`config.mk`:
```
export PLATFORM = sky130hd
export DESIGN_NAME = acc_feeder
export DESIGN_NICKNAME = d
export VERILOG_FILES = /design/src/rtl/acc_feeder.sv
export SDC_FILE = /design/constraint.sdc
export NUM_CORES = 1
export LEC_CHECK = 0
export ABC_AREA = 1
export CAP_MARGIN = 10
export CORE_MARGIN = 4
export CORE_UTILIZATION = 35
export CTS_CLUSTER_DIAMETER = 100
export CTS_CLUSTER_SIZE = 10
export DETAILED_ROUTE_END_ITERATION = 8
export PLACE_DENSITY = 0.52
export SETUP_SLACK_MARGIN = 0.4
export SLEW_MARGIN = 30
export SYNTH_ARGS = -nofsm -noshare
export SYNTH_HDL_FRONTEND = slang
export SYNTH_SLANG_ARGS = --single-unit
```
`constraint.sdc`:
```
create_clock -name clk -period 2.4 [get_ports clk]
set_input_delay 0.48 -clock clk [delete_from_list [all_inputs] [get_ports clk]]
set_output_delay 0.48 -clock clk [all_outputs]
set_load 0.02 [all_outputs]
```
`src/rtl/acc_feeder.sv`:
```
// acc_feeder: FIFO-buffered feeder that streams a counted run of numbers into acc_core
module acc_feeder #(
  parameter int IN_DATA_WIDTH = 8,
  parameter int FIFO_DEPTH    = 16,
  parameter int CNT_WIDTH     = 8,
  parameter int TIMEOUT       = 255
) (
  input  logic                     clk,
  input  logic                     reset_n,
  input  logic                     s_valid_i,
  input  logic [IN_DATA_WIDTH-1:0] s_data_i,
  output logic                     s_ready_o,
  input  logic                     start_i,
  input  logic [CNT_WIDTH-1:0]     num_cnt_i,
  output logic [IN_DATA_WIDTH-1:0] number_o,
  output logic                     valid_o,
  output logic                     run_o,
  input  logic                     core_done_i,
  output logic                     busy_o,
  output logic                     done_o,
  output logic                     timeout_o
);
  localparam int AW = $clog2(FIFO_DEPTH);
  localparam int WW = $clog2(TIMEOUT + 1);
  typedef enum logic [1:0] {S_IDLE, S_RUN, S_WAIT, S_DONE} state_t;
  state_t                   state;
  logic [IN_DATA_WIDTH-1:0] mem [FIFO_DEPTH];
  logic [AW-1:0]            wr_ptr, rd_ptr;
  logic [AW:0]              count;
  logic [CNT_WIDTH-1:0]     remaining;
  logic [WW-1:0]            wait_cnt;
  logic                     push, pop, empty;
  assign empty     = count == '0;
  assign s_ready_o = count != (AW+1)'(FIFO_DEPTH);
  assign push      = s_valid_i && s_ready_o;
  assign pop       = (state == S_RUN) && !empty && (remaining != '0);
  assign busy_o    = state != S_IDLE;
  // storage array, left unreset since occupancy is tracked by count
  always_ff @(posedge clk)
    if (push) mem[wr_ptr] <= s_data_i;
  // FIFO pointers and occupancy; pointers wrap naturally at the power-of-two depth
  always_ff @(posedge clk or negedge reset_n)
    if (!reset_n) begin
      wr_ptr <= '0;
      rd_ptr <= '0;
      count  <= '0;
    end else begin
      if (push) wr_ptr <= wr_ptr + 1'b1;
      if (pop) rd_ptr <= rd_ptr + 1'b1;
      count <= count + {{AW{1'b0}}, push} - {{AW{1'b0}}, pop};
    end
  // run sequencing with registered beat, framing and completion outputs
  always_ff @(posedge clk or negedge reset_n)
    if (!reset_n) begin
      state     <= S_IDLE;
      remaining <= '0;
      wait_cnt  <= '0;
      number_o  <= '0;
      valid_o   <= 1'b0;
      run_o     <= 1'b0;
      done_o    <= 1'b0;
      timeout_o <= 1'b0;
    end else begin
      valid_o <= pop;
      run_o   <= state == S_RUN;
      if (pop) number_o <= mem[rd_ptr];
      case (state)
        S_IDLE: if (start_i) begin
          remaining <= num_cnt_i;
          wait_cnt  <= '0;
          state     <= num_cnt_i != '0 ? S_RUN : S_DONE;
          done_o    <= num_cnt_i == '0;
        end
        S_RUN: if (pop) begin
          remaining <= remaining - 1'b1;
          if (remaining == CNT_WIDTH'(1)) state <= S_WAIT;
        end
        S_WAIT: if (core_done_i || wait_cnt == WW'(TIMEOUT - 1)) begin
          state     <= S_DONE;
          done_o    <= 1'b1;
          timeout_o <= !core_done_i;
        end else wait_cnt <= wait_cnt + 1'b1;
        default: begin
          state     <= S_IDLE;
          done_o    <= 1'b0;
          timeout_o <= 1'b0;
        end
      endcase
    end
endmodule

```
==> results by group, run 1 <==
Run status
  – Outcome: finished clean

STA
  – Final Hold Viols: 0
  – Crit share post-route: 89.5%
  – Total negative slack: 0 ns
  – Post-route minimum period: 2.15 ns
  – RSZ-0062 raised after global routing: yes
  – FMAX: 0.466 GHz
  – Tightest Pin Transition: 0.695 ns
  – Setup-failing EPs final: 0
  – Clock Skew: 0.00824 ns
  – Slack of the critical path: 0.253 ns
  – Max_slew headroom: 53.7%
  – Slew Limit Fails: 0

Die
  – I/O pin total: 35
  – Die Y: 161 um
  – Die width: 161 um
  – Area of the core: 22800 sq um
  – Cell Rows: 55
  – Die area: 25800 sq um
  – Initial Utilization: 35.8%

Drt
  – Routed vias: 5674
  – Initial DRC count: 404
  – DRC Markers: 0
  – First-pass detailed-route iteration total: 4
  – Vias per cell: 4.51
  – Final WL: 18900 um
  – DR WL/cell: 15.1 um
  – Post-route ant nets: 0

Worst hold path
  – HP Class: in -> async

Clock tree
  – Clock Pin Slew Worst Setup and Hold Paths: 0.06 ns
  – CTS Hold Bufs: 0
  – CTS Buf Count: 17
  – CTS H-tree lvls: 4
  – Max clock buf depth: 2
  – Clock root cell: clkbuf_16
  – # clock sinks: 171
  – Worst-Skew Late Latency: 0.43 ns
  – CTS tree: built

Synth
  – Post-synth EDFFs: 128
  – Yosys top cell area share: 47.1%
  – Yosys cell types: 35
  – Register bit count reported by yosys: 171
  – Synth Flop Type: edfxtp_1
  – Ranking of synthesized cells by area: edfxtp_1 47%, nand2_1 14%, dfrtp_1 13%
  – Syn nets: 894
  – Synth warn: 0
  – Post-synthesis sequential area ratio: 60.3%
  – Share of flip-flops with an asynchronous set or reset: 25.1%
  – Syn Inst Count: 853
  – Largest area contributor in the netlist: edfxtp_1
  – Mapped Avg Cell Area: 9.56 sq um
  – Mapped cell area: 8160 sq um

Placed design
  – Port Buffer Count: 34
  – Placed cells: 1208
  – GPL Wtd Cong: 0.812
  – Dpl ws: 0.0927 ns
  – DP HPWL: 12500 um

Global route
  – Grt met2 use: 24.5%
  – Vias in the first global route: 5685
  – Most Crowded Layer GR: met2
  – GRT Residual Overflow: 0
  – Global Route Usage Sum: 15.1%
  – Largest net degree at the start of global routing: 67
  – First-pass GRT wire length: 30300 um
  – GR Util met1: 20.3%
  – Initial antenna violation count: 0
  – Met3 Usage GRT: 2.49%

Final layout
  – Post-layout util: 43.0%
  – Ant diodes: 0
  – Final-stage net count: 973
  – P&R area growth vs syn: 20.2%
  – Share of layout cells above drive strength 1: 15.6%
  – Most common cell after layout, fill and taps aside: nand2_1
  – Non-filler cells, final: 1258
  – Commonest non-fill, non-tap cells in the layout: 298 x nand2_1, 128 x edfxtp_1, 101 x nand3_1

Critical path
  – CP startpoint kind: flop
  – Critical path class: reg -> reg
  – CP startpoint: remaining[4]
  – WP data required: 2.71 ns
  – Reg-to-Reg Start: remaining[4]
  – Crit path DAT: 2.45 ns
  – Crit. End Element: flop
  – Critical path peak fanout: 3
  – R2R Setup Slk: 0.25 ns

Power
  – Pwr/cell area: 1190 nW/um^2
  – Maximum vdd ir drop: 435 uV
  – Leak pwr: 0.00426 uW

Run
  – Maxcap violations: 0
## critical path: stages (launching register included)
cell and delay (ns):
dfrtp_2 0.43, nor2_2 0.15, nand2_2 0.10, nor2_4 0.15, nor2_4 0.07, ha_4 0.23
inv_2 0.06, ha_4 0.12, inv_2 0.03, fa_2 0.33, o21ai_1 0.13, a21oi_1 0.09
xor2_1 0.14
## routing by layer
metal	vias to the layer above	wire length [um]
li1	2908	-
met4	0	315
met1	2681	9000
met3	18	520
met2	67	9120
met5	-	0
## per-stage QoR
| stage | cell area [sq um] | power (uW) | hold slack (ns) |
|---|---|---|---|
| finish | 9800 | 11700 | 0.0935 |
| global route | 9800 | 12600 | 0.142 |
| CTS | 9710 | 11700 | 0.116 |
| detailed placement | 9080 | 8910 | 0.469 |
| global placement | 9080 | 8910 | 0.475 |
| floorplan | 8240 | 7510 | 0.184 |
## cell families after synthesis
logic type / count (synthesis) / synth area share (%)
AND/OR/NAND/NOR: 477 / 25.3
buffers and inverters: 143 / 7.72
adder cells (fa/ha/maj): 20 / 3.16
flip-flops: 171 / 60.3
XOR/XNOR: 11 / 1.18
AO/OA/AOI/OAI: 31 / 2.33
## synthesized netlist by cell type, types with 2 or more instances
cell type / instances
a21oi_1: 6
buf_6: 7
dfrtp_1: 43
nand2_2: 4
nor2_4: 3
nor2_1: 44
ha_1: 19
buf_4: 4
nand3_1: 101
o21ai_0: 13
inv_2: 4
nor3_1: 2
nor2_2: 4
clkinv_1: 2
nand2_1: 304
a31oi_1: 2
buf_2: 18
inv_1: 106
nand4_2: 4
o21ai_1: 3
edfxtp_1: 128
o21ai_2: 5
nand4_1: 6
xor2_1: 10
## state kept, by name, indices dropped and copies added, names as in the netlist, 2 cells and up
| register | flops |
|---|---|
| remaining | 8 |
| state | 2 |
| mem | 128 |
| number_o | 8 |
| count | 5 |
| wait_cnt | 8 |
| wr_ptr | 4 |
| rd_ptr | 4 |
## final cells by class
cell class                 count  area [sq um]
sequential                   171          4920
inverter                     113           430
clock inverter                14           119
multi-input combinational    539          2730
timing repair buffer          90           781
clock buffer                  18           429
tap                          313           392
fill                        2227         13000
## path summary, 6_finish.rpt
path                                    end  cells after the start
worst max register to register     count[4]                     12
max in group asynchronous          state[0]                      2
worst min register to register    timeout_o                      2
worst min-delay path            number_o[2]                      1
worst max-delay path               count[4]                     12
min in group clk                  timeout_o                      2
## report_power, final
group          switching (uW)  total [uW]  leakage, uW  internal (uW)
Combinational            3230        5080      0.00230           1850
Clock                    1140        2570     0.000256           1420
Sequential                315        4030      0.00170           3710
Total                    4690       11700      0.00426           6990
## timing repair
| item | 4_1_cts | 5_1_grt |
|---|---|---|
| setup buffers | 10 | 8 |
| endpoints found under the hold margin | 0 | 0 |
| pin swaps | 9 | 7 |
| endpoints found under the setup margin | 4 | 129 |
| resized for setup | 7 | 13 |
Note: power is estimated with default switching activity, not from simulation.
==> run 2, diff against run 1 <==
Settings changed: CTS_BUF_LIST set to sky130_fd_sc_hd__clkbuf_4, CTS_CLUSTER_SIZE 10 to unset, DONT_BUFFER_PORTS set to 1, PLACE_DENSITY 0.52 to 0.5.
==> run 2 against run 1 <==
  * Sequential share of layout area up 2.8 points
  * Hold slack better by 0.012 ns
  * Power down 8.7%
  * Wire length up 4.4%
  * Utilization decreased by 2.3 points
  * Non-clock buffer count down 29
  * Design area is 5.2% lower
  * Critical path depth unchanged
  * Worst setup slack lost 0.0084 ns
  * First-iteration DRC count down 15%
  * Die area unchanged
  * Cell count is 2.3% lower
  * Largest cell class unchanged
  * Highest routed layer unchanged
==> results by group, run 2 (synthesis results as in run 1) <==
Run status
  – Outcome: finished clean

Final layout
  – Area of the multi-input gates: 2750 sq um
  – Non-filler cells, final: 1229
  – Number of flip-flops in the largest register: 128
  – Fill cells: 2292
  – Commonest non-fill, non-tap cells in the layout: 297 x nand2_1, 128 x edfxtp_1, 101 x nand3_1
  – Final-stage net count: 944
  – Register area: 4930 sq um
  – P&R area growth vs syn: 13.9%
  – Largest Register: mem
  – Share of layout cells above drive strength 1: 16.2%
  – Post-layout util: 40.8%
  – Most common cell after layout, fill and taps aside: nand2_1

Die
  – Die area: 25800 sq um
  – Die Y: 161 um
  – Area of the core: 22800 sq um
  – Die width: 161 um
  – I/O pin total: 35
  – Initial Utilization: 35.8%
  – Cell Rows: 55

STA
  – Max_slew headroom: 46.0%
  – Tightest Pin Transition: 0.807 ns
  – WHS: 0.106 ns
  – Setup-failing EPs final: 0
  – Clock Skew: 0.0279 ns
  – Final Hold Viols: 0
  – Crit share post-route: 89.8%
  – Post-route minimum period: 2.16 ns
  – FMAX: 0.464 GHz
  – Slew Limit Fails: 0
  – Total negative slack: 0 ns
  – RSZ-0062 raised after global routing: yes

Critical path
  – Reg-to-Reg Start: count[2]
  – Crit Reg-Reg Endpoint: count[4]
  – Reg2reg path depth: 12
  – Critical path peak fanout: 3
  – Crit. End Element: flop
  – CP endpoint: count[4]
  – R2R Setup Slk: 0.24 ns
  – Slowest stage delay, CP: 0.41 ns
  – CP startpoint kind: flop
  – Critical-path cell list: inv_2 -> ha_4 -> nand4_1 -> nand2_2 -> ha_4 -> inv_2 -> ha_4 -> inv_2 -> fa_2 -> o21ai_2 -> a21oi_2 -> xor2_1
  – Critical path class: reg -> reg
  – Slowest library cell on the worst path: dfrtp_1
  – CP startpoint: count[2]
  – WP data required: 2.86 ns
  – Crit path DAT: 2.61 ns

Drt
  – First-pass detailed-route iteration total: 4
  – Vias per cell: 4.57
  – DR WL/cell: 16.1 um
  – Routed vias: 5617
  – Post-route ant nets: 0
  – DRC Markers: 0
  – Final WL: 19800 um
  – Initial DRC count: 343

Power
  – Combinational power share: 45.5%
  – Clk network pwr share: 15.4%
  – Cell-internal power: 5970 uW
  – Switching power: 4700 uW
  – Leak pwr: 0.00403 uW
  – Maximum vdd ir drop: 522 uV
  – Sw Share: 44.0%
  – Share of power burned in registers: 39.1%
  – Pwr/cell area: 1150 nW/um^2
  – Overall Power: 10700 uW

Global route
  – First-pass GRT wire length: 31500 um
  – Initial antenna violation count: 1
  – Vias in the first global route: 5407
  – Largest net degree at the start of global routing: 56
  – GRT Residual Overflow: 0
  – Global Route Usage Sum: 15.7%

Placed design
  – Port Buffer Count: 0
  – Placed cells: 1163
  – DP HPWL: 12100 um
  – GPL Wtd Cong: 0.829

Clock tree
  – Clock Pin Slew Worst Setup and Hold Paths: 0.13 ns
  – CTS tree: built
  – CTS H-tree lvls: 4
  – CTS Buf Count: 17
  – Clock root cell: clkbuf_4
  – Worst-Skew Late Latency: 0.58 ns
  – Max clock buf depth: 2
  – # clock sinks: 171

Run
  – Maxcap violations: 0

Worst hold path
  – HP Class: in -> reg
run 2: cell type report:
cell class,instances,share of cell area (%)
flip-flops and latches,171,53.1
multi-input cells,539,29.6
repair buffers,61,5.60
inverters,113,4.66
well taps,313,4.22
clock buffers,18,1.45
clock inverters,13,1.40
diodes,1,0.0269
run 2: through the flow:
stage               instance area, sq um  setup slack (ns)
global placement                    8650             0.171
CTS                                 9140             0.220
detailed placement                  8650             0.135
global route                        9290             0.105
floorplan                           8240            0.0989
finish                              9290             0.245
run 2: power groups by stage:
stage                     logic (uW)  registers (uW)  clock network (uW)
after global placement          4390            4230                   0
after detailed placement        4390            4230                   0
after CTS                       4660            4160                1700
final                           4850            4170                1640
after global routing            5500            4220                1830
after floorplan                 3400            4120                   0
run 2: worst min-delay path by stage:
stage / start / cells past startpoint / to
4_1_cts: core_done_i / 3 / timeout_o
3_5_place_dp: reset_n / 0 / remaining[3]
3_3_place_gp: reset_n / 0 / remaining[2]
2_1_floorplan: reset_n / 0 / count[0]
5_1_grt: core_done_i / 3 / timeout_o
6_report: core_done_i / 3 / timeout_o
run 2: worst max-delay path: cells and delay by family (launching register included):
kind                       cells  cell delay [ns]
adders and majority gates      4             0.86
DFF                            1             0.41
and+or+nand+nor                2             0.28
AOI/OAI and AO/OA              2             0.21
buffers and inverters          3             0.18
xor gates and xnor gates       1             0.13
run 2: timing repair:
item	CTS	global route
hold buffers	10	0
setup buffers	12	12
resized for setup	7	21
pin swaps	7	8
endpoints found under the setup margin	5	134
hold endpoints to repair	171	0
run 2: routing by layer:
layer  vias up  routed length (um)  track usage (%)
li1       2853                   -                -
met2        88                9030             24.2
met5         -                   0                0
met3        16                 767             3.31
met4         0                 401             5.40
met1      2660                9580             22.2
